**config.mk**
```make
export PLATFORM = sky130hd
export DESIGN_NAME = date_time_set_ctrl_flat
export DESIGN_NICKNAME = d
export VERILOG_FILES = /design/src/rtl/date_time_set_if.sv /design/src/rtl/date_time_set_ctrl.sv /design/src/flat_wrapper.sv
export SDC_FILE = /design/constraint.sdc
export NUM_CORES = 1
export LEC_CHECK = 0
export ABC_CLOCK_PERIOD_IN_PS = 2850
export BUFFER_PORTS_ARGS = -buffer_cell sky130_fd_sc_hd__buf_2
export CAP_MARGIN = 20
export CORE_MARGIN = 8
export CORE_UTILIZATION = 40
export DETAILED_ROUTE_END_ITERATION = 10
export HOLD_SLACK_MARGIN = 0.06
export SLEW_MARGIN = 30
export SYNTH_ARGS = -nofsm -noshare
export SYNTH_HDL_FRONTEND = slang
export SYNTH_SLANG_ARGS = --single-unit
```
**constraint.sdc**
```tcl
create_clock -name clk -period 2.85 [get_ports clk]
set_input_delay 0.1425 -clock clk [delete_from_list [all_inputs] [get_ports clk]]
set_output_delay 0.1425 -clock clk [all_outputs]
set_load 0.01 [all_outputs]
```
**src/rtl/date_time_set_if.sv**
```systemverilog
// Bundle for the date/time setting controller: debounced buttons and current
// date values in, one-hot counter strobes and edit-status flags out.
interface date_time_set_if;
   logic       btn_set;
   logic       btn_up;
   logic       btn_down;
   logic [7:0] day_bin;
   logic [7:0] month_bin;
   logic [7:0] year_bin;
   logic [4:0] cnt_en;
   logic       cnt_up;
   logic       cnt_down;
   logic [2:0] field_sel;
   logic       blink;
   logic       editing;
   logic       commit;

   // Environment side: buttons, RTC counters and display.
   modport master (
      output btn_set, btn_up, btn_down, day_bin, month_bin, year_bin,
      input  cnt_en, cnt_up, cnt_down, field_sel, blink, editing, commit
   );

   // Controller side.
   modport slave (
      input  btn_set, btn_up, btn_down, day_bin, month_bin, year_bin,
      output cnt_en, cnt_up, cnt_down, field_sel, blink, editing, commit
   );
endinterface

```
**src/rtl/date_time_set_ctrl.sv**
```systemverilog
// Edit-mode sequencer for the RTC setting counters: one strobe per button edge,
// day clamped to month length after month/year edits, commit pulse on exit.
// Optional feature macro: AUTO_REPEAT_EN (held up/down auto-repeat).
module date_time_set_ctrl #(
   parameter int CLK_HZ     = 100_000_000,
   parameter int BLINK_HZ   = 2
`ifdef AUTO_REPEAT_EN
   ,
   parameter int REPEAT_DLY = 50_000_000,
   parameter int REPEAT_PER = 10_000_000
`endif
) (
   input logic            clk,
   input logic            rst,
   date_time_set_if.slave bus
);

   typedef enum logic [3:0] {
      IDLE, S_MIN, S_HOUR, S_DAY, S_MONTH, S_YEAR, CHK, FIX, FIX_WAIT, COMMIT
   } state_t;

   localparam int BLINK_TGL = (CLK_HZ / (2 * BLINK_HZ) > 1) ? CLK_HZ / (2 * BLINK_HZ) : 1;
   localparam int BW        = (BLINK_TGL > 1) ? $clog2(BLINK_TGL) : 1;

   state_t        state, next_state;
   logic          chk_from_year, chk_from_year_d;
   logic          set_q, up_q, down_q;
   logic          set_edge, up_edge, down_edge;
   logic          up_fire, down_fire;
   logic          in_field;
   logic [7:0]    dim;
   logic [BW-1:0] blink_cnt, blink_cnt_d;

   logic [4:0]    cnt_en_q, cnt_en_d;
   logic          cnt_up_q, cnt_up_d;
   logic          cnt_down_q, cnt_down_d;
   logic [2:0]    field_sel_q, field_sel_d;
   logic          blink_q, blink_d;
   logic          editing_q, editing_d;
   logic          commit_q, commit_d;

   function automatic logic [7:0] days_in_month(input logic [7:0] m, input logic [7:0] y);
      logic [7:0] d;
      case (m)
         8'd2:                    d = ((y % 8'd4) == 8'd0) ? 8'd29 : 8'd28;
         8'd4, 8'd6, 8'd9, 8'd11: d = 8'd30;
         default:                 d = 8'd31;
      endcase
      return d;
   endfunction

   function automatic logic [2:0] field_of(input state_t s);
      logic [2:0] f;
      case (s)
         S_MIN:   f = 3'd1;
         S_HOUR:  f = 3'd2;
         S_DAY:   f = 3'd3;
         S_MONTH: f = 3'd4;
         S_YEAR:  f = 3'd5;
         default: f = 3'd0;
      endcase
      return f;
   endfunction

   function automatic logic [4:0] onehot_of(input state_t s);
      logic [4:0] o;
      case (s)
         S_MIN:   o = 5'b00001;
         S_HOUR:  o = 5'b00010;
         S_DAY:   o = 5'b00100;
         S_MONTH: o = 5'b01000;
         S_YEAR:  o = 5'b10000;
         default: o = 5'b00000;
      endcase
      return o;
   endfunction

   assign set_edge  = bus.btn_set  & ~set_q;
   assign up_edge   = bus.btn_up   & ~up_q;
   assign down_edge = bus.btn_down & ~down_q;
   assign in_field  = (field_of(state) != 3'd0);
   assign dim       = days_in_month(bus.month_bin, bus.year_bin);

`ifdef AUTO_REPEAT_EN
   localparam int REP_MAX = (REPEAT_DLY > REPEAT_PER) ? REPEAT_DLY : REPEAT_PER;
   localparam int RW      = $clog2(REP_MAX + 1);

   logic [RW-1:0] rep_cnt, rep_limit;
   logic          rep_armed, rep_hold, rep_hit;

   // A single button held past its edge counts toward the initial delay,
   // then toward each repeat period; any change of field or buttons restarts it.
   assign rep_hold  = in_field && !set_edge &&
                      ((bus.btn_up & up_q & ~bus.btn_down) | (bus.btn_down & down_q & ~bus.btn_up));
   assign rep_limit = rep_armed ? RW'(REPEAT_PER) : RW'(REPEAT_DLY);
   assign rep_hit   = rep_hold && (rep_cnt == rep_limit);
   assign up_fire   = up_edge   | (rep_hit & bus.btn_up);
   assign down_fire = down_edge | (rep_hit & bus.btn_down);

   always_ff @(posedge clk) begin
      if (rst || !in_field || set_edge || (next_state != state) || !(bus.btn_up ^ bus.btn_down)) begin
         rep_cnt   <= '0;
         rep_armed <= 1'b0;
      end else if (up_edge || down_edge) begin
         rep_cnt   <= RW'(1);
         rep_armed <= 1'b0;
      end else if (rep_hit) begin
         rep_cnt   <= RW'(1);
         rep_armed <= 1'b1;
      end else if (rep_hold) begin
         rep_cnt   <= rep_cnt + 1'b1;
      end
   end
`else
   assign up_fire   = up_edge;
   assign down_fire = down_edge;
`endif

   // State, edge history, blink timer and registered outputs.
   always_ff @(posedge clk) begin
      if (rst) begin
         state         <= IDLE;
         chk_from_year <= 1'b0;
         set_q         <= 1'b0;
         up_q          <= 1'b0;
         down_q        <= 1'b0;
         blink_cnt     <= '0;
         cnt_en_q      <= '0;
         cnt_up_q      <= 1'b0;
         cnt_down_q    <= 1'b0;
         field_sel_q   <= '0;
         blink_q       <= 1'b0;
         editing_q     <= 1'b0;
         commit_q      <= 1'b0;
      end else begin
         state         <= next_state;
         chk_from_year <= chk_from_year_d;
         set_q         <= bus.btn_set;
         up_q          <= bus.btn_up;
         down_q        <= bus.btn_down;
         blink_cnt     <= blink_cnt_d;
         cnt_en_q      <= cnt_en_d;
         cnt_up_q      <= cnt_up_d;
         cnt_down_q    <= cnt_down_d;
         field_sel_q   <= field_sel_d;
         blink_q       <= blink_d;
         editing_q     <= editing_d;
         commit_q      <= commit_d;
      end
   end

   // Field walk; month and year exits detour through the day-length check,
   // which remembers where to resume.
   always_comb begin
      next_state      = state;
      chk_from_year_d = chk_from_year;
      case (state)
         IDLE:    if (set_edge) next_state = S_MIN;
         S_MIN:   if (set_edge) next_state = S_HOUR;
         S_HOUR:  if (set_edge) next_state = S_DAY;
         S_DAY:   if (set_edge) next_state = S_MONTH;
         S_MONTH: if (set_edge) begin
                     next_state      = CHK;
                     chk_from_year_d = 1'b0;
                  end
         S_YEAR:  if (set_edge) begin
                     next_state      = CHK;
                     chk_from_year_d = 1'b1;
                  end
         CHK:     if (bus.day_bin > dim)   next_state = FIX;
                  else if (chk_from_year)  next_state = COMMIT;
                  else                     next_state = S_YEAR;
         FIX:      next_state = FIX_WAIT;
         FIX_WAIT: next_state = CHK;
         COMMIT:   next_state = IDLE;
         default:  next_state = IDLE;
      endcase
   end

   // Values the output registers take at the next edge.
   always_comb begin
      cnt_en_d    = '0;
      cnt_up_d    = 1'b0;
      cnt_down_d  = 1'b0;
      commit_d    = 1'b0;
      field_sel_d = field_of(next_state);
      editing_d   = (next_state != IDLE);
      blink_d     = blink_q;
      blink_cnt_d = blink_cnt;

      if (in_field && !set_edge && (up_fire ^ down_fire)) begin
         cnt_en_d   = onehot_of(state);
         cnt_up_d   = up_fire;
         cnt_down_d = down_fire;
      end
      if (state == CHK && next_state == FIX) begin
         cnt_en_d   = 5'b00100;
         cnt_down_d = 1'b1;
      end
      if (state == CHK && next_state == COMMIT) commit_d = 1'b1;

      if (next_state == IDLE || (next_state != state && field_of(next_state) != 3'd0)) begin
         blink_d     = 1'b0;
         blink_cnt_d = '0;
      end else if (blink_cnt == BW'(BLINK_TGL - 1)) begin
         blink_d     = ~blink_q;
         blink_cnt_d = '0;
      end else begin
         blink_cnt_d = blink_cnt + 1'b1;
      end
   end

   assign bus.cnt_en    = cnt_en_q;
   assign bus.cnt_up    = cnt_up_q;
   assign bus.cnt_down  = cnt_down_q;
   assign bus.field_sel = field_sel_q;
   assign bus.blink     = blink_q;
   assign bus.editing   = editing_q;
   assign bus.commit    = commit_q;

endmodule

```
**src/flat_wrapper.sv**
```systemverilog
// flat-port wrapper written by rule: the top's interface ports become plain ports
module date_time_set_ctrl_flat 
#(
   parameter int CLK_HZ     = 100_000_000,
   parameter int BLINK_HZ   = 2

)
  (clk, rst, bus_btn_set, bus_btn_up, bus_btn_down, bus_day_bin, bus_month_bin, bus_year_bin, bus_cnt_en, bus_cnt_up, bus_cnt_down, bus_field_sel, bus_blink, bus_editing, bus_commit);
  date_time_set_if bus_i ();
  input logic clk;
  input logic rst;
  input wire logic [$bits(bus_i.btn_set)-1:0] bus_btn_set;
  input wire logic [$bits(bus_i.btn_up)-1:0] bus_btn_up;
  input wire logic [$bits(bus_i.btn_down)-1:0] bus_btn_down;
  input wire logic [$bits(bus_i.day_bin)-1:0] bus_day_bin;
  input wire logic [$bits(bus_i.month_bin)-1:0] bus_month_bin;
  input wire logic [$bits(bus_i.year_bin)-1:0] bus_year_bin;
  output wire logic [$bits(bus_i.cnt_en)-1:0] bus_cnt_en;
  output wire logic [$bits(bus_i.cnt_up)-1:0] bus_cnt_up;
  output wire logic [$bits(bus_i.cnt_down)-1:0] bus_cnt_down;
  output wire logic [$bits(bus_i.field_sel)-1:0] bus_field_sel;
  output wire logic [$bits(bus_i.blink)-1:0] bus_blink;
  output wire logic [$bits(bus_i.editing)-1:0] bus_editing;
  output wire logic [$bits(bus_i.commit)-1:0] bus_commit;
  assign bus_i.btn_set = bus_btn_set;
  assign bus_i.btn_up = bus_btn_up;
  assign bus_i.btn_down = bus_btn_down;
  assign bus_i.day_bin = bus_day_bin;
  assign bus_i.month_bin = bus_month_bin;
  assign bus_i.year_bin = bus_year_bin;
  assign bus_cnt_en = bus_i.cnt_en;
  assign bus_cnt_up = bus_i.cnt_up;
  assign bus_cnt_down = bus_i.cnt_down;
  assign bus_field_sel = bus_i.field_sel;
  assign bus_blink = bus_i.blink;
  assign bus_editing = bus_i.editing;
  assign bus_commit = bus_i.commit;
  date_time_set_ctrl #(.CLK_HZ(CLK_HZ), .BLINK_HZ(BLINK_HZ)) u_core (.clk(clk), .rst(rst), .bus(bus_i));
endmodule
```
=== Yosys cells after proc, flatten, opt, wreduce, memory -nomap -nowiden ===
Index checks and enable logic that the tools add are counted.

* Register bits after elaboration: 46
* Input bits: 29
* Word-level logic and storage cells: 91
* Output and inout bits: 13

* Add/sub/neg operators: 1
* Equal/unequal tests: 24
* Mux-type cells: 21
* $lt $le $gt $ge: 1
* Bitwise operators: 9
* Reductions and logical operators: 21

{| class="wikitable"
|+ Operator list
! cell !! number
|-
| case mux 4 bit (8 select lines) || 1
|-
| case mux 3 bit (5 select lines) || 2
|-
| equality test 4 x 3 -> 1 bit, second input constant || 7
|-
| 2-to-1 mux 4 bit || 7
|-
| adder 25 x 1 -> 25 bit, second input constant || 1
|-
| equality test 25 bit, second input constant || 1
|-
| case mux 5 bit (5 select lines) || 1
|-
| equality test 4 x 2 -> 1 bit, second input constant || 4
|-
| equality test 8 x 3 -> 1 bit, second input constant || 2
|-
| equality test 8 x 4 -> 1 bit, second input constant || 2
|-
| case mux 8 bit (2 select lines) || 1
|-
| equality test 4 x 1 -> 1 bit, second input constant || 2
|-
| equality test 4 bit, second input constant || 2
|-
| equality test 8 x 2 -> 1 bit, second input constant || 1
|-
| > comparator 8 bit || 1
|-
| zero test 4 bit || 2
|-
| zero test 8 bit || 1
|-
| 2-to-1 mux 1 bit || 6
|-
| 2-to-1 mux 3 bit || 2
|-
| nonzero test 3 bit || 2
|-
| OR reduction 2 bit || 3
|-
| OR reduction 3 bit || 2
|-
| logical AND 1 bit || 5
|-
| inverter 1 bit || 5
|-
| other kinds (11) || 14
|}

=== Longest topological paths before layout ===
Gate-level depths: netlist of the first run.

* Word-level depth: 12
* Depth in mapped cells: 11
* Depth with buffers taken out: 10

=== Least setup slack after synthesis of the first run ===
OpenSTA, ideal clock, no wires.

* Path kind: input to register
* Start point: in bus_month_bin[5]
* End point: reg u_core.blink_cnt[10]
* Path buffers: 1
* Stages: 9
* Path slack: 651 ps
* Setup time: 121 ps
* Required time: 2,729 ps
* Arrival time: 2,078 ps
* Cell sequence: nor4_1 > and4b_1 > ha_1 > nor2b_1 > o211ai_1 > a21oi_1 > o31ai_2 > buf_2 > nor3_1

* Longest elaborated chain between the ends: 12
* Elaborated cells between the ends (all ways): 22
* Those cells by class: 1 x order compare; 11 x eq/ne; 4 x mux; 6 x reduce/logical

{| class="wikitable"
|+ RTL lines
! item !! line !! source
|-
| start: declaration || flat_wrapper.sv:16 || <nowiki>input wire logic [$bits(bus_i.month_bin)-1:0] bus_month_bin;</nowiki>
|-
| equality test 8 x 3 -> 1 bit or equality test 8 x 4 -> 1 bit (tied branches) || date_time_set_ctrl.sv:44 || <nowiki>case (m)</nowiki>
|-
| OR reduction 4 bit || date_time_set_ctrl.sv:44 ||
|-
| case mux 8 bit (2 select lines) * || date_time_set_ctrl.sv:44 ||
|-
| > comparator 8 bit * || date_time_set_ctrl.sv:170 || <nowiki>CHK: if (bus.day_bin > dim) next_state = FIX;</nowiki>
|-
| 2-to-1 mux 4 bit * || date_time_set_ctrl.sv:170 ||
|-
| case mux 4 bit (8 select lines) * || date_time_set_ctrl.sv:157 || <nowiki>case (state)</nowiki>
|-
| equality test 4 x 3 -> 1 bit (tied with other cells) || date_time_set_ctrl.sv:54 || <nowiki>case (s)</nowiki>
|-
| case mux 3 bit (5 select lines) || date_time_set_ctrl.sv:54 ||
|-
| nonzero test 3 bit || date_time_set_ctrl.sv:202 || <nowiki>if (next_state == IDLE || (next_state != state && field_of(next_state) != 3'd0)) begin</nowiki>
|-
| logical AND 1 bit || date_time_set_ctrl.sv:202 ||
|-
| logical OR 1 bit * || date_time_set_ctrl.sv:202 ||
|-
| OR reduction 3 bit (no line) * || - ||
|-
| end signal: assignment || date_time_set_ctrl.sv:141 || <nowiki>blink_cnt <= blink_cnt_d;</nowiki>
|-
| end: declaration || date_time_set_ctrl.sv:32 || <nowiki>logic [BW-1:0] blink_cnt, blink_cnt_d;</nowiki>
|}

Every way passes the cells marked *; elsewhere a longest branch is shown, timed or not.
A chain may end at the register's enable or synchronous reset.

=== Worst setup path after layout of the first run ===
* Start point: in bus_month_bin[5]
* End point: reg u_core.blink_cnt[5]

The elaborated chain is that of the path after synthesis.

==> results by group, run 1 <==
Floorplanning
  – Die width: 90.03 um
  – Core area: 5405 um2
  – Die height: 90.03 um
  – Die area: 8105 um2
  – FP Rows: 27
  – Initial Util: 40.56%
  – IO Count: 42

Worst setup path
  – Crit start category: input port
  – Cell mode on critical path: nor4_1
  – Worst Path Required: 3050 ps
  – CP max stage delay: 330 ps
  – CP Capture Type: flip-flop
  – Slowest cell on crit path: nor4_1
  – CP max FO: 14
  – CP arrival: 2310 ps
  – Crit-path cells: buf_2, nor4_1, and4b_1, ha_1, nor2b_1, o211ai_1, a22o_1, o31ai_2, buf_4, nor4_1
  – Cell family with most CP delay: simple AND/OR/NAND/NOR gates
  – Reg2reg setup slack: 860 ps
  – Crit Path Category: input port to flip-flop
  – Buf+Inv Stages, Crit Path: 2

CTS
  – CTS sink cnt: 46
  – Worst-Skew Late Latency: 300 ps
  – Longest Clk Path Bufs: 2
  – TritonCTS clock tree: yes
  – CTS H-Tree Depth: 2
  – Clock slew at reported path FFs: 80 ps
  – Clock Root Buffer: clkbuf_8
  – Num CTS Buffers: 5

STA
  – Fmax achieved: 473.1 MHz
  – Clk_skew: 11.69 ps
  – Least-Margin Pin Slew: 540.6 ps
  – Final slew viol count: 0
  – Fin crit period: 2114 ps
  – Slew margin rel.: 63.83%
  – Fin Hold WS: 77.72 ps
  – Setup violations, final: 0
  – Final hold violation count: 0
  – RSZ-0062 raised after global routing: no
  – Period utilization: 74.17%
  – TNS Setup: 0 ps

Yosys
  – Ys Warns: 0
  – Netlist Area Pre-Place: 2192 um2
  – Post-synth EDFFs: 0
  – Async SR Flop Fraction: 0%
  – Cells after synthesis: 244
  – Register area share after synthesis: 42.01%
  – Synth Area per Inst: 8.984 um2
  – #FFs+latches synth: 46
  – Synth Net Count: 276
  – Top FF cell, synth: dfxtp_1
  – Synth cell types: 43

Global route
  – Pin count of the biggest net entering global routing: 27
  – First-pass GRT wire length: 7907 um
  – Tot GR Track Use: 11.45%
  – Number of global-route vias before repair: 1700
  – Initial antenna violation count: 0
  – Total gr overflow: 0

Route
  – Vias per Instance: 5.097
  – DR vias: 1789
  – DRT iter0 DRCs: 66
  – Antenna Nets Post-Route: 0
  – Drt total wl: 4491 um
  – DRC: 0
  – First drt pass iteration count: 4
  – Wire per inst: 12.79 um

Min path
  – Hold crit path type: input port to flip-flop

Power
  – Leakage: 0.9193 nW
  – Peak VDD IR: 0.0002092 V
  – PwrDens: 516.5 nW/um2

Final layout
  – Synth-to-layout area growth: 16.50%
  – Fraction of layout cells with a size suffix above 1: 19.00%
  – Filler cells: 541
  – Ant diodes: 0
  – Nets: 311

Place
  – # port buffers: 35
  – Final HPWL DP: 3294 um
  – GPL Wtd Cong: 0.7830

Run status
  – Outcome: finished, final reports clean

Flow run
  – Max-cap violation count: 0
kinds of logic after synthesis:
| logic type | Yosys count | share of synthesized area [%] |
|---|---|---|
| simple gates | 128 | 34.59 |
| compound gates | 25 | 7.762 |
| fa+ha+maj | 3 | 1.713 |
| flops | 46 | 42.01 |
| xor+xnor | 26 | 10.39 |
| buf+inv | 15 | 3.082 |
| mux | 1 | 0.4566 |
layer usage:
| metal | share of wire [%] | vias to the layer above | track usage [%] |
|---|---|---|---|
| li1 | - | 949 | - |
| met1 | 49 | 808 | 14.33 |
| met2 | 45 | 27 | 17.79 |
| met3 | 4.2 | 5 | 3.408 |
| met4 | 1.6 | 0 | 4.854 |
| met5 | 0 | - | 0 |
timing repair:
item | 4_1_cts | 5_1_grt
setup buffers | 0 | 0
hold endpoints to repair | 1 | 0
resized for setup | 0 | 0
hold buffers | 1 | 0
where the power goes:
part           switching (W)  internal [W]  leakage [nW]
Combinational      0.0000974     0.0000637         0.489
Sequential         0.0000132      0.000657         0.373
Clock               0.000207      0.000281        0.0573
through the flow:
stage                     cell area, um2  total power (W)  worst slack, ps  instances  utilization (%)
final                               2554         0.001319            736.2        351            47.25
after global routing                2554         0.001384            534.3        351            47.25
after CTS                           2554         0.001338            697.0        351            47.25
after detailed placement            2431        0.0008463            374.7        343            44.98
after global placement              2431        0.0008475            460.8        343            44.98
after floorplan                     2192        0.0007951            650.6        244                -
sequential cells by signal, indices dropped and copies added (netlist names):
name / cells
u_core.blink_cnt: 25
u_core.bus.cnt_en: 5
u_core.state: 4
u_core.bus.field_sel: 3
u_core.bus.blink: 1
u_core.bus.cnt_down: 1
u_core.bus.cnt_up: 1
u_core.bus.commit: 1
u_core.bus.editing: 1
u_core.chk_from_year: 1
u_core.down_q: 1
u_core.set_q: 1
u_core.up_q: 1
cell usage after synthesis (2+ instances only):
master | instances | share of area [%]
a21oi_1 | 4 | 0.91
clkbuf_1 | 3 | 0.51
nor2_1 | 15 | 2.6
nor4b_1 | 11 | 4.4
xor2_1 | 9 | 3.6
inv_1 | 3 | 0.51
buf_2 | 8 | 1.8
o31ai_1 | 2 | 0.68
nor4_1 | 9 | 2.6
nor2b_1 | 7 | 2.0
nor3b_1 | 2 | 0.68
a21o_1 | 2 | 0.68
nand2b_1 | 4 | 1.1
nor3_1 | 22 | 5.0
o32ai_1 | 2 | 0.80
and2_1 | 6 | 1.7
and4_1 | 4 | 1.6
nand2_1 | 16 | 2.7
and3_1 | 6 | 1.7
nand4_1 | 8 | 2.3
ha_1 | 3 | 1.7
o21ai_0 | 6 | 1.4
a31oi_1 | 2 | 0.57
xnor2_1 | 17 | 6.8
dfxtp_1 | 46 | 42
nand3_1 | 8 | 1.8
o21a_1 | 3 | 1.0
placed cells by master (no fill, tap or decap), types with 6 or more instances in the layout:
cell,n
nand4_1,8
and3_1,6
and2_1,6
clkbuf_8,6
buf_2,35
xor2_1,9
nor3_1,22
nor2_1,15
nand2_1,16
o21ai_0,6
nand3_1,8
nor2b_1,7
dfxtp_1,46
nor4b_1,11
nor4_1,9
xnor2_1,17
cell type report:
class	count	area [um2]	area share, %
Multi-Input combinational cell	183	1204	47.13
Sequential cell	46	920.9	36.06
Timing Repair Buffer	40	215.2	8.427
Tap cell	72	90.09	3.528
Clock buffer	6	82.58	3.234
Clock inverter	1	30.03	1.176
Inverter	3	11.26	0.4410
worst paths after layout:
path | cells after the start | to | start
worst max-delay path | 10 | u_core.blink_cnt[5]$_SDFF_PP0_ | bus_month_bin[5]
worst max register to register | 6 | u_core.blink_cnt[14]$_SDFF_PP0_ | u_core.state[2]$_SDFF_PP0_
worst min-delay path | 2 | u_core.up_q$_SDFF_PP0_ | bus_btn_up
worst min register to register | 2 | u_core.bus.commit$_SDFF_PP0_ | u_core.chk_from_year$_SDFFE_PP0P_
Power figures use the tool's default switching activity.
==> run 2, diff against run 1 <==
--- a/config.mk
+++ b/config.mk
@@ -5,7 +5,8 @@
 export SDC_FILE = /design/constraint.sdc
 export NUM_CORES = 1
 export LEC_CHECK = 0
-export ABC_CLOCK_PERIOD_IN_PS = 2850
+export ABC_AREA = 1
+export ABC_CLOCK_PERIOD_IN_PS = 2050
 export BUFFER_PORTS_ARGS = -buffer_cell sky130_fd_sc_hd__buf_2
 export CAP_MARGIN = 20
 export CORE_MARGIN = 8
==> constraint.sdc (replaced) <==
create_clock -name clk -period 2.05 [get_ports clk]
set_input_delay 0.1025 -clock clk [delete_from_list [all_inputs] [get_ports clk]]
set_output_delay 0.1025 -clock clk [all_outputs]
set_load 0.01 [all_outputs]
==> results by group, run 2 <==
Run status
  – Outcome: finished, violations left
  – Violated checks: negative setup slack

Route
  – Drt total wl: 5278 um (+18%)
  – DRC: 0 (unchanged)
  – Vias per Instance: 4.759 (-6.6%)
  – DRT iter0 DRCs: 149 (+130%)
  – DR vias: 2175 (+22%)
  – First drt pass iteration count: 4 (unchanged)
  – Antenna Nets Post-Route: 0 (unchanged)
  – Wire per inst: 11.55 um (-9.7%)

STA
  – Period utilization: 111.9%
  – Fin Hold WS: 146.5 ps (+68.76 ps)
  – Slew margin rel.: 72.79% (+9.0 points)
  – Clk_skew: 7.615 ps (-4.072 ps)
  – RSZ-0062 raised after global routing: yes
  – Fmax achieved: 436.1 MHz
  – Final slew viol count: 0 (unchanged)
  – Fin crit period: 2293 ps
  – Final hold violation count: 0 (unchanged)
  – Least-Margin Pin Slew: 404.4 ps (-136.2 ps)
  – Setup WS post-layout: -243.0 ps (-979.2 ps)
  – Setup violations, final: 26 (+26)

Final layout
  – Max FFs per register: 25 (unchanged)
  – Commonest non-fill, non-tap cells in the layout: nand2_1 (54), inv_1 (48), dfxtp_1 (46)
  – Final Cell Area: 3062 um2 (+20%)
  – Nets: 413 (+33%)
  – Largest reg by FF count: u_core.blink_cnt
  – Ant diodes: 0 (unchanged)
  – Core Util, Final: 52.02% (+4.8 points)
  – Commonest non-fill, non-tap cell in the layout: nand2_1
  – Synth-to-layout area growth: 26.99%
  – Fraction of layout cells with a size suffix above 1: 29.58% (+11 points)

Worst setup path
  – Cell mode on critical path: nand2_2
  – CP max stage delay: 550 ps (+220 ps)
  – CP Capture Type: flip-flop
  – Cell family with most CP delay: simple AND/OR/NAND/NOR gates
  – Crit-path cells: buf_6, or4_4, nor2_4, o21ai_2, o31ai_1, inv_1, ha_1, nand2_1, inv_1, nor2_1, nand2_1, nand2_2, nand2_4, nand3_4, nand2_2, nand2_2, nand2_2, nand2_4, nand3_4, buf_12, nor2_4
  – Buf+Inv Stages, Crit Path: 4 (+2)
  – Crit start category: input port
  – CP max FO: 7 (-7)
  – CP arrival: 2530 ps (+220 ps)
  – Worst Path Required: 2290 ps (-760 ps)
  – Slowest cell on crit path: or4_4
  – Crit Path Category: input port to flip-flop

Global route
  – First-pass GRT wire length: 9094 um (+15%)
  – Tot GR Track Use: 12.64% (+1.2 points)
  – Number of global-route vias before repair: 2038 (+20%)
  – Pin count of the biggest net entering global routing: 14 (-48%)
  – Total gr overflow: 0 (unchanged)
  – Initial antenna violation count: 0 (unchanged)

Yosys
  – Main combinational cell family by area after synthesis: simple AND/OR/NAND/NOR gates
  – Compound-cell area share of the yosys netlist: 3.114% (-4.6 points)
  – Synth Net Count: 359 (+30%)
  – Top FF cell, synth: dfxtp_1
  – Count leader, synth: nand2_1
  – Cells after synthesis: 327 (+34%)
  – Register area share after synthesis: 38.19% (-3.8 points)
  – Post-synth EDFFs: 0 (unchanged)
  – Synth cell types: 31 (-28%)
  – Post-Synth Adder-Cell Area: 1.557% (-0.16 points)
  – Async SR Flop Fraction: 0% (unchanged)
  – #FFs+latches synth: 46 (unchanged)
  – Commonest cells in the synthesized netlist: nand2_1 (60), inv_1 (48), dfxtp_1 (46)
  – Post-synthesis mux area share: 0% (-0.46 points)
  – Synth Area per Inst: 7.373 um2 (-18%)
  – Ys Warns: 0 (unchanged)
  – Simple-Gate Fraction of Synth Area: 39.13% (+4.5 points)
  – Top-area cell type share of the netlist area: 38.19% (-3.8 points)
  – Dominant cell type by area after synthesis: dfxtp_1
  – Synth Area in XOR/XNOR: 8.355% (-2.0 points)
  – Top area cells in the synthesized netlist: dfxtp_1 (38%), nand2_1 (9.3%), inv_1 (7.5%), xor2_1 (6.9%), nor2_1 (6.9%)
  – Netlist Area Pre-Place: 2411 um2 (+10%)

Floorplanning
  – IO Count: 42 (unchanged)
  – Die area: 8768 um2 (+8.2%)
  – Die height: 93.64 um (+4.0%)
  – Initial Util: 40.97% (+0.41 points)
  – Core area: 5886 um2 (+8.9%)
  – FP Rows: 28 (+3.7%)
  – Die width: 93.64 um (+4.0%)

Power
  – Comb pwr share: 17.0% (+4.8 points)
  – Clock power frac: 33.7% (-3.3 points)
  – PwrDens: 611.9 nW/um2 (+18%)
  – Internal Pwr Total: 0.001386 W (+38%)
  – Peak VDD IR: 0.0004244 V (+100%)
  – Leakage: 1.253 nW (+36%)
  – Switching share of power: 26.02% (+1.9 points)
  – Net Switching: 0.0004874 W (+53%)
  – Flop pwr share: 49.3% (-1.5 points)

CTS
  – TritonCTS clock tree: yes
  – Worst-Skew Late Latency: 290 ps (about the same)
  – CTS H-Tree Depth: 2 (unchanged)
  – Num CTS Buffers: 5 (unchanged)
  – Clock Root Buffer: clkbuf_8
  – Longest Clk Path Bufs: 2 (unchanged)
  – Clock slew at reported path FFs: 80 ps (about the same)
  – CTS sink cnt: 46 (unchanged)

Min path
  – Hold crit path type: input port to flip-flop

Place
  – GPL Wtd Cong: 0.8987 (+15%)
  – Final HPWL DP: 4000 um (+21%)
  – # port buffers: 35 (unchanged)
  – Placed instance area: 2754 um2 (+13%)

Flow run
  – Max-cap violation count: 0 (unchanged)
## run 2: cell types whose count changed after synthesis, sizes merged, moves of 7 or more
cell	before	now
nor2	15	71
inv	3	53
nand2	16	64
xnor2	17	4
nor4b	11	0
xor2	9	19
nand3	8	17
nor3	23	15
nor2b	7	0
## run 2: worst reg2reg max path, delay by kind of cell, from the launching register on
kind	cells	cell delay, ps
adders and majority gates	1	200
and+or+nand+nor	6	970
buffers and inverters	2	290
DFF	1	380
## run 2: final timing paths
check / startpoint / depth (start not counted) / slack [ps] / end
worst min register to register: u_core.up_q$_SDFF_PP0_ / 1 / 420 / u_core.bus.cnt_up$_SDFF_PP0_
worst max register to register: u_core.blink_cnt[0]$_SDFF_PP0_ / 9 / 130 / u_core.blink_cnt[22]$_SDFF_PP0_
worst max-delay path: bus_month_bin[6] / 21 / -240 / u_core.blink_cnt[6]$_SDFF_PP0_
worst min-delay path: rst / 2 / 150 / u_core.up_q$_SDFF_PP0_
## run 2: cell type report
type                            count  area (um2)
Timing Repair Buffer               50       356.6
Multi-Input combinational cell    224        1378
Inverter                           54       202.7
Clock buffer                        8       110.1
Sequential cell                    46       920.9
Tap cell                           75       93.84
Fill cell                         578        2824
## run 2: cells by family (layout without fill, tap and decap cells)
family | after synthesis | after routing
simple gates | 185 | 185
compound gates | 13 | 13
fa+ha+maj | 3 | 3
flops | 46 | 46
buf+inv | 57 | 112
xor+xnor | 23 | 23
## run 2: routing by layer
metal | vias to the layer above | GRT usage, % | wire length (um)
met4 | 0 | 4.359 | 63
met3 | 4 | 2.965 | 345
li1 | 1125 | - | -
met1 | 976 | 17.67 | 2558
met2 | 70 | 18.39 | 2311
met5 | - | 0 | 0
## run 2: metrics by stage
| step | cells | total power (W) | setup WS [ps] | TNS (ps) |
|---|---|---|---|---|
| floorplan | 327 | 0.001114 | -286.9 | -6382 |
| global placement | 443 | 0.001192 | -480.3 | -13290 |
| detailed placement | 443 | 0.001192 | -565.6 | -15340 |
| CTS | 458 | 0.001883 | -214.7 | -4945 |
| global route | 457 | 0.001967 | -413.5 | -10250 |
| finish | 457 | 0.001874 | -243.0 | -5612 |
## run 2: timing repair
action / in CTS / in global routing
gates cloned: 1 / 0
hold endpoints to repair: 3 / 0
pin swaps: 4 / 13
setup buffers: 3 / 3
hold buffers: 3 / 0
resized for setup: 12 / 21
setup endpoints to repair: 27 / 32
## run 2: power groups by stage
stage	clock (W)	sequential (W)	combinational (W)
final	0.000631	0.000924	0.000319
after global placement	0	0.000945	0.000247
after floorplan	0	0.000947	0.000167
after detailed placement	0	0.000945	0.000247
after CTS	0.000666	0.000924	0.000293
after global routing	0.000693	0.000928	0.000346
==> run 3, diff against run 2 <==
--- a/config.mk
+++ b/config.mk
@@ -7,11 +7,12 @@
 export LEC_CHECK = 0
 export ABC_AREA = 1
 export ABC_CLOCK_PERIOD_IN_PS = 2050
-export BUFFER_PORTS_ARGS = -buffer_cell sky130_fd_sc_hd__buf_2
+export BUFFER_PORTS_ARGS = -buffer_cell sky130_fd_sc_hd__buf_4
 export CAP_MARGIN = 20
 export CORE_MARGIN = 8
 export CORE_UTILIZATION = 40
 export DETAILED_ROUTE_END_ITERATION = 10
+export GPL_TIMING_DRIVEN = 0
 export HOLD_SLACK_MARGIN = 0.06
 export SLEW_MARGIN = 30
 export SYNTH_ARGS = -nofsm -noshare
==> results by group, run 3 (synthesis results as in run 2) <==
STA
  – Setup violations, final: 26 (unchanged)
  – Fmax achieved: 424.9 MHz (-2.6%)
  – RSZ-0062 raised after global routing: yes
  – Clk_skew: 8.955 ps (+1.340 ps)
  – Fin crit period: 2353 ps (+60.43 ps)
  – Final slew viol count: 0 (unchanged)
  – Slew margin rel.: 59.41% (-13 points)
  – Setup WS post-layout: -303.4 ps (-60.43 ps)
  – TNS Setup: -6514 ps (-901.5 ps)
  – Final hold violation count: 0 (unchanged)
  – Period utilization: 114.8% (+2.9 points)
  – Least-Margin Pin Slew: 608.9 ps (+204.4 ps)

Worst setup path
  – CP max stage delay: 540 ps (about the same)
  – Crit start category: input port
  – Cell family with most CP delay: simple AND/OR/NAND/NOR gates
  – Buf+Inv Stages, Crit Path: 5 (+1)
  – Worst reg2reg path depth: 10 (+1)
  – Crit Path Category: input port to flip-flop
  – Levels on crit path: 22 (+4.8%)
  – Cell mode on critical path: nand2_1
  – Worst Path Required: 2290 ps (about the same)
  – CP Capture Type: flip-flop
  – CP arrival: 2600 ps (+70 ps)
  – Slowest cell on crit path: or4_4
  – CP max FO: 10 (+3)
  – Crit-path cells: buf_6, or4_4, nor2_4, o21ai_1, o31ai_1, inv_1, ha_1, nand2_1, inv_1, nor2_1, nand2_1, nand2_2, nand2_4, nand3_4, nand2_2, nand2_1, nand2_1, nand2_2, nand3_4, buf_12, buf_12, nor2_2

Power
  – Total power: 0.001938 W (+3.5%)
  – Peak VDD IR: 0.0003047 V (-28%)
  – Switching share of power: 25.41% (-0.61 points)
  – Clock power frac: 34.6% (+0.9 points)
  – Comb pwr share: 17.7% (+0.7 points)
  – Leakage: 1.269 nW (+1.3%)
  – Net Switching: 0.0004925 W (+1.0%)
  – Flop pwr share: 47.7% (-1.6 points)
  – Internal Pwr Total: 0.001446 W (+4.3%)
  – PwrDens: 621.6 nW/um2 (+1.6%)

Run status
  – Outcome: finished, violations left
  – Violated checks: negative setup slack

CTS
  – TritonCTS clock tree: yes
  – CTS sink cnt: 46 (unchanged)
  – CTS H-Tree Depth: 2 (unchanged)
  – Longest Clk Path Bufs: 2 (unchanged)
  – Clock Root Buffer: clkbuf_8
  – Clock slew at reported path FFs: 90 ps (about the same)
  – Num CTS Buffers: 5 (unchanged)
  – Worst-Skew Late Latency: 300 ps (about the same)

Final layout
  – Max FFs per register: 25 (unchanged)
  – Synth-to-layout area growth: 29.32%
  – Ant diodes: 0 (unchanged)
  – Commonest non-fill, non-tap cell in the layout: nand2_1
  – Fraction of layout cells with a size suffix above 1: 27.15% (-2.4 points)
  – Nets: 414 (+0.24%)
  – Core Util, Final: 52.98% (+0.96 points)
  – Final Cell Area: 3118 um2 (+1.8%)
  – Largest reg by FF count: u_core.blink_cnt
  – Commonest non-fill, non-tap cells in the layout: nand2_1 (57), inv_1 (48), dfxtp_1 (46)

Route
  – DRC: 0 (unchanged)
  – First drt pass iteration count: 4 (unchanged)
  – DRT iter0 DRCs: 89 (-40%)
  – DR vias: 2108 (-3.1%)
  – Vias per Instance: 4.603 (-3.3%)
  – Wire per inst: 11.27 um (-2.4%)
  – Antenna Nets Post-Route: 0 (unchanged)
  – Drt total wl: 5161 um (-2.2%)

Place
  – GPL Wtd Cong: 0.8932 (-0.61%)
  – Placed instance area: 2776 um2 (+0.82%)
  – # port buffers: 34 (-2.9%)
  – Setup slack at placement: -689.1 ps (-123.4 ps)
  – Final HPWL DP: 3984 um (-0.39%)

Floorplanning
  – Core area: 5886 um2 (unchanged)
  – Initial Util: 40.97% (unchanged)
  – Die width: 93.64 um (unchanged)
  – Die area: 8768 um2 (unchanged)
  – Die height: 93.64 um (unchanged)
  – FP Rows: 28 (unchanged)
  – IO Count: 42 (unchanged)

Flow run
  – Max-cap violation count: 0 (unchanged)

Min path
  – Hold crit path type: input port to flip-flop
  – Cell depth of the worst min-delay path: 4 (+2)

Global route
  – Initial antenna violation count: 0 (unchanged)
  – Total gr overflow: 0 (unchanged)
  – Pin count of the biggest net entering global routing: 16 (+2)
  – First-pass GRT wire length: 9011 um (-0.91%)
  – Number of global-route vias before repair: 1995 (-2.1%)
  – Tot GR Track Use: 12.69% (+0.046 points)
[run 3: worst register-to-register path: stages (launching register included)]
cell     delay, ps
dfxtp_1        370
ha_1           200
nand2_1        130
nor3_2         300
inv_1          100
nor2_1         140
nand4_1        230
nand3_4        200
buf_12         130
buf_12         130
nor2_2          40
[run 3: metrics by stage]
step / cells / hold slack, ps
global placement: 436 / 325.2
CTS: 454 / 185.4
detailed placement: 436 / 336.9
finish: 458 / 192.9
global route: 458 / 202.1
floorplan: 327 / 227.4
[run 3: path summary, 6_finish.rpt]
| check | start | to | slack (ps) |
|---|---|---|---|
| min | bus_day_bin[6] | u_core.state[3]$_SDFF_PP0_ | 190 |
| max | bus_month_bin[5] | u_core.blink_cnt[21]$_SDFF_PP0_ | -300 |
| min reg2reg | u_core.up_q$_SDFF_PP0_ | u_core.bus.cnt_up$_SDFF_PP0_ | 430 |
| max reg2reg | u_core.blink_cnt[0]$_SDFF_PP0_ | u_core.blink_cnt[21]$_SDFF_PP0_ | -10 |
[run 3: area by class of cell]
cell class / count / area, um2
Fill cell: 584 / 2768
Multi-Input combinational cell: 224 / 1318
Timing Repair Buffer: 49 / 442.9
Tap cell: 75 / 93.84
Sequential cell: 46 / 920.9
Clock inverter: 3 / 45.04
Buffer: 2 / 23.77
Clock buffer: 5 / 68.82
Inverter: 54 / 205.2
[run 3: what timing repair did]
item	in CTS	in global routing
gates resized for setup	12	10
endpoints found under the hold margin	3	0
setup endpoints to repair	26	27
hold buffers	3	0
pin swaps	9	6
buffers inserted	6	5
cloned	1	0
[run 3: power groups by stage]
| stage | Sequential [W] | Clock, W | Combinational, W |
|---|---|---|---|
| after floorplan | 0.000947 | 0 | 0.000167 |
| after global placement | 0.000945 | 0 | 0.000244 |
| after detailed placement | 0.000945 | 0 | 0.000244 |
| after CTS | 0.000925 | 0.000694 | 0.000321 |
| after global routing | 0.000928 | 0.000730 | 0.000377 |
| final | 0.000925 | 0.000670 | 0.000344 |
[run 3: layer usage]
metal	track usage [%]	up-vias	part of all wire, %
met5	0	-	0
met4	4.359	0	1.6
met3	3.365	9	5.9
met2	19.21	52	42
met1	16.92	912	50
li1	-	1135	-
